### src/rtl/mc_maindec.sv
// mc_maindec: multicycle control FSM (fetch/decode/exec/mem/wb) driving datapath enables, with mem_ready handshake and optional timeout
module mc_maindec #(
  parameter int MEM_TIMEOUT = 0,
  parameter int TO_W = 8
) (
  input  logic       clk,
  input  logic       rst,
  input  logic [5:0] op,
  input  logic       mem_ready,
  output logic       mem_req,
  output logic       iord,
  output logic       memwrite,
  output logic       irwrite,
  output logic       pcwrite,
  output logic       branch,
  output logic [1:0] pcsrc,
  output logic       alusrca,
  output logic [1:0] alusrcb,
  output logic [1:0] aluop,
  output logic       imm_zext,
  output logic       regdst,
  output logic       memtoreg,
  output logic       regwrite,
  output logic       instr_done,
  output logic       illegal_op,
  output logic       mem_err,
  output logic [3:0] state_o
);
  typedef enum logic [3:0] {
    FETCH = 4'd0, DECODE = 4'd1, MEMADR = 4'd2, MEMRD = 4'd3, MEMWB = 4'd4, MEMWR = 4'd5,
    EXEC = 4'd6, ALUWB = 4'd7, BRANCH = 4'd8, IEXEC = 4'd9, IWB = 4'd10, JUMP = 4'd11
  } state_t;
  state_t state, state_n;
  logic [5:0] op_q;
  logic [TO_W-1:0] to_cnt;
  logic waiting, timeout;
  assign waiting = (state == FETCH || state == MEMRD || state == MEMWR) && !mem_ready;
  assign timeout = (MEM_TIMEOUT > 0) && waiting && (to_cnt == TO_W'(MEM_TIMEOUT - 1));
  assign mem_err = timeout;
  assign state_o = state;
  always_ff @(posedge clk) begin
    if (rst) begin
      state  <= FETCH;
      op_q   <= '0;
      to_cnt <= '0;
    end else begin
      state  <= state_n;
      op_q   <= (state == DECODE) ? op : op_q;
      to_cnt <= (MEM_TIMEOUT > 0 && waiting && !timeout) ? to_cnt + 1'b1 : '0;
    end
  end
  always_comb begin
    state_n    = FETCH;
    mem_req    = 1'b0;
    iord       = 1'b0;
    memwrite   = 1'b0;
    irwrite    = 1'b0;
    pcwrite    = 1'b0;
    branch     = 1'b0;
    pcsrc      = 2'b00;
    alusrca    = 1'b0;
    alusrcb    = 2'b00;
    aluop      = 2'b00;
    imm_zext   = 1'b0;
    regdst     = 1'b0;
    memtoreg   = 1'b0;
    regwrite   = 1'b0;
    instr_done = 1'b0;
    illegal_op = 1'b0;
    case (state)
      FETCH: begin
        mem_req = 1'b1;
        alusrcb = 2'b01;
        irwrite = mem_ready;
        pcwrite = mem_ready;
        state_n = mem_ready ? DECODE : FETCH;
      end
      DECODE: begin
        alusrcb = 2'b11;
        casez (op)
          6'b000000:           state_n = EXEC;
          6'b100011, 6'b101011: state_n = MEMADR;
          6'b000100:           state_n = BRANCH;
          6'b000010:           state_n = JUMP;
          6'b001???:           state_n = IEXEC;
          default:             illegal_op = 1'b1;
        endcase
      end
      MEMADR: begin
        alusrca = 1'b1;
        alusrcb = 2'b10;
        state_n = (op_q == 6'b100011) ? MEMRD : MEMWR;
      end
      MEMRD: begin
        mem_req = 1'b1;
        iord    = 1'b1;
        state_n = mem_ready ? MEMWB : (timeout ? FETCH : MEMRD);
      end
      MEMWB: begin
        memtoreg   = 1'b1;
        regwrite   = 1'b1;
        instr_done = 1'b1;
      end
      MEMWR: begin
        mem_req    = 1'b1;
        iord       = 1'b1;
        memwrite   = 1'b1;
        instr_done = mem_ready;
        state_n    = (mem_ready || timeout) ? FETCH : MEMWR;
      end
      EXEC: begin
        alusrca = 1'b1;
        aluop   = 2'b10;
        state_n = ALUWB;
      end
      ALUWB: begin
        regdst     = 1'b1;
        regwrite   = 1'b1;
        instr_done = 1'b1;
      end
      BRANCH: begin
        alusrca    = 1'b1;
        aluop      = 2'b01;
        branch     = 1'b1;
        pcsrc      = 2'b01;
        instr_done = 1'b1;
      end
      IEXEC: begin
        alusrca  = 1'b1;
        alusrcb  = 2'b10;
        aluop    = 2'b11;
        imm_zext = (op_q == 6'b001100 || op_q == 6'b001101 || op_q == 6'b001110);
        state_n  = IWB;
      end
      IWB: begin
        regwrite   = 1'b1;
        instr_done = 1'b1;
      end
      JUMP: begin
        pcwrite    = 1'b1;
        pcsrc      = 2'b10;
        instr_done = 1'b1;
      end
      default: state_n = FETCH;
    endcase
  end
endmodule

### config.mk
export PLATFORM = sky130hd
export DESIGN_NAME = mc_maindec
export DESIGN_NICKNAME = d
export VERILOG_FILES = /design/src/rtl/mc_maindec.sv
export SDC_FILE = /design/constraint.sdc
export NUM_CORES = 1
export LEC_CHECK = 0
export ABC_CLOCK_PERIOD_IN_PS = 2460
export BUFFER_PORTS_ARGS = -buffer_cell sky130_fd_sc_hd__buf_2
export CORE_MARGIN = 2
export CORE_UTILIZATION = 46
export CTS_CLUSTER_SIZE = 10
export DETAILED_ROUTE_END_ITERATION = 16
export PLACE_DENSITY_LB_ADDON = 0.12
export SLEW_MARGIN = 20
export SYNTH_ARGS = -nofsm -noshare
export SYNTH_HDL_FRONTEND = slang
export SYNTH_SLANG_ARGS = --single-unit
### constraint.sdc
create_clock -name clk -period 2.46 [get_ports clk]
set_clock_uncertainty 0.1 [all_clocks]
set_input_delay 0.492 -clock clk [delete_from_list [all_inputs] [get_ports clk]]
set_output_delay 0.492 -clock clk [all_outputs]
set_load 0.03 [all_outputs]
==> impl_metrics.yaml <==
status:
  status: "completed"
setup_path:
  reg2reg_slack_ns: 0.56
  worst_ep_required_time_ns: 1.87
  endpoint_kind: "output pin"
  criticalPathCategory: "register to output pin"
  cp.arrival_ns: 1.75
  start_kind: "register"
  crit_buf_inv: 2
  worst_path_max_delay_cell: "or4b_4"
  cp_max_fo: 19
  reg2reg_from: "state_o[2]$_SDFF_PP0_"
  rr_worst_depth: 4
  path_delay_family: "simple AND/OR/NAND/NOR gates"
  path_depth: 4
  reg2reg_to: "state_o[0]$_SDFF_PP0_"
  max_stage_delay_ns: 0.60
  crit_chain: "buf_4 -> or4b_4 -> nor3_2 -> buf_2"
grt:
  grt.met1_usage_pct: 30.32
  grt_pass1_wl_um: 3312
  antenna_found_initial: 0
  grtUsageMet3_pct: 7.200
  grt_pass1_vias: 782
  grt_overflow_total: 0
  grt.total_usage_pct: 22.49
  grt_start_max_net_pins: 20
  busiest_layer: "met2"
  use_met2_pct: 35.71
clock_tree:
  htreeDepth: 1
  cts-root-buf: "clkbuf_4"
  clk_pin_slew_ns: 0.06
  clock_path_buffers: 2
  cts_num_sinks: 10
  numCtsBuffers: 3
  postCtsHoldBufs: 0
  insertion_delay_ns: 0.27
  cts_tree: "yes"
flow_run:
  maxCapViolCount: 0
die:
  start_util_pct: 50.48
  die_w_um: 45.36
  rows: 14
  die-area_um2: 2058
  die_h_um: 45.36
  core-area_um2: 1559
  num_io_pins: 33
route:
  avgRoutedWirePerCell_um: 12.81
  drt_first_pass_iters: 6
  vias: 942
  wirelength_um: 2063
  routed_via_density: 5.851
  ant_nets: 0
  route.detailed.drc: 0
  dr.first_iter.drc_count: 42
min_path:
  min_from: "op_q[5]$_SDFFE_PP0P_"
  hold_depth: 2
  holdPathEnd: "op_q[5]$_SDFFE_PP0P_"
  worstHoldPathType: "register to register"
synthesis:
  ys_warn_count: 0
  syn_area_um2: 787.0
  yosys.area.top_type: "dfxtp_1"
  postSynthCellCount: 114
  ys_async_sr_fraction_pct: 0
  synth_edf_count: 0
  ys.flop_type: "dfxtp_1"
  yosysSeqAreaShare_pct: 25.44
  synth.area.top_cells: "dfxtp_1, a21oi_1, nand2_1, nor3_1, nand2b_1"
  ys_types: 39
  synth-seq-cells: 10
  synthesis.nets: 123
  synth_top_area_share_pct: 25.44
  avgSynthCellArea_um2: 6.904
  synth_most_common_cell: "nand2_1"
  synthTopCellsByCount: "nand2_1, a21oi_1, dfxtp_1, nor3_1, nor2_1"
sta:
  hold-worst-slack_ns: 0.3729
  maxSlewViolCount: 0
  slew-limit-headroom_pct: 58.72
  tns_ns: 0
  min_period_over_period_pct: 95.34
  hold_viol: 0
  setup_viol: 0
  min_period_ns: 2.345
  rsz0062_at_grt: "no"
  worst_pin_slew_ns: 0.6145
  fmax_mhz: 426.4
final_layout:
  fin_nets: 155
  antennaDiodeCount: 0
  fill_cells: 152
  area_growth_syn_to_layout_pct: 26.87
  fin_cells: 161
  drive_above_1_share_pct: 33.79
placement:
  place_inst: 157
  hpwl_um: 1525
  port-buffer-count: 31
  gp_congestion: 0.8102
pwr:
  p_leak_nw: 0.4561
  ir_worst_vdd_mv: 0.3470
  powerDensity_nw_per_um2: 429.6
## worst register-to-register path: stages (launching register included)
cell     delay [ns]
dfxtp_1        0.32
buf_4          0.19
or4b_4         0.60
or4_4          0.51
a21oi_2        0.12
## cell families (layout without fill, tap and decap cells)
logic type | count (synthesis) | count (layout) | share of synthesized area, %
AO/OA/AOI/OAI | 28 | 28 | 21.78
other | 1 | 1 | 0.4765
flip-flops | 10 | 10 | 25.44
AND/OR/NAND/NOR | 59 | 59 | 39.91
XOR/XNOR | 2 | 2 | 2.226
buffers and inverters | 13 | 44 | 8.743
multiplexers | 1 | 1 | 1.431
## flip-flops by register name, summed over array words and instances (netlist names)
name,flops
op_q,6
state_o,4
## through the flow
| step | utilization (%) | instance area [um^2] | total power (W) | worst slack (ns) |
|---|---|---|---|---|
| finish | 64.04 | 998.5 | 0.0004289 | 0.1146 |
| global route | 64.04 | 998.5 | 0.0004503 | 0.008246 |
| CTS | 63.88 | 996.0 | 0.0004310 | 0.02760 |
| detailed placement | 61.56 | 959.7 | 0.0002854 | 0.3279 |
| global placement | 61.56 | 959.7 | 0.0002833 | 0.3562 |
| floorplan | - | 797.0 | 0.0002534 | 0.02766 |
## layer usage
metal	wire length (um)	up-vias
met4	6	0
met5	0	-
met3	136	2
met2	953	42
met1	967	432
li1	-	466
## power breakdown
part | internal [W] | switching, W | total (W)
sequential | 0.000169 | 0.00000530 | 0.000174
combinational | 0.0000376 | 0.0000709 | 0.000109
clock | 0.0000899 | 0.0000560 | 0.000146
## placed cells by master (no fill, tap or decap), drive strengths merged, types with 2 or more instances in the layout
cell,count
o31ai,2
buf,37
a21oi,15
nor3,10
or2,2
inv,3
nand3,3
nor4b,2
nand2,17
o21ai,3
xor2,2
nor2,9
clkbuf,4
nand2b,7
dfxtp,10
## layout make-up
cell class	instances	area [um^2]	share of cell area [%]
Multi-Input combinational cell	91	529.3	53.01
Sequential cell	10	201.4	20.18
Timing Repair Buffer	37	200.2	20.05
Clock buffer	4	36.28	3.634
Tap cell	16	20.02	2.005
Inverter	3	11.26	1.128
## worst max-delay path by stage
| stage | to | slack, ns | from |
|---|---|---|---|
| finish | illegal_op | 0.11 | state_o[2]$_SDFF_PP0_ |
| global route | imm_zext | 0.008 | state_o[3]$_SDFF_PP0_ |
| CTS | imm_zext | 0.03 | state_o[3]$_SDFF_PP0_ |
| detailed placement | imm_zext | 0.33 | state_o[3]$_SDFF_PP0_ |
| global placement | illegal_op | 0.36 | op[3] |
| floorplan | pcwrite | 0.03 | state_o[1]$_SDFF_PP0_ |
## timing repair
action,4_1_cts,5_1_grt
gates resized for setup,0,2
buffers inserted,0,0
setup endpoints to repair,0,1
(Power assumes the default switching activity.)
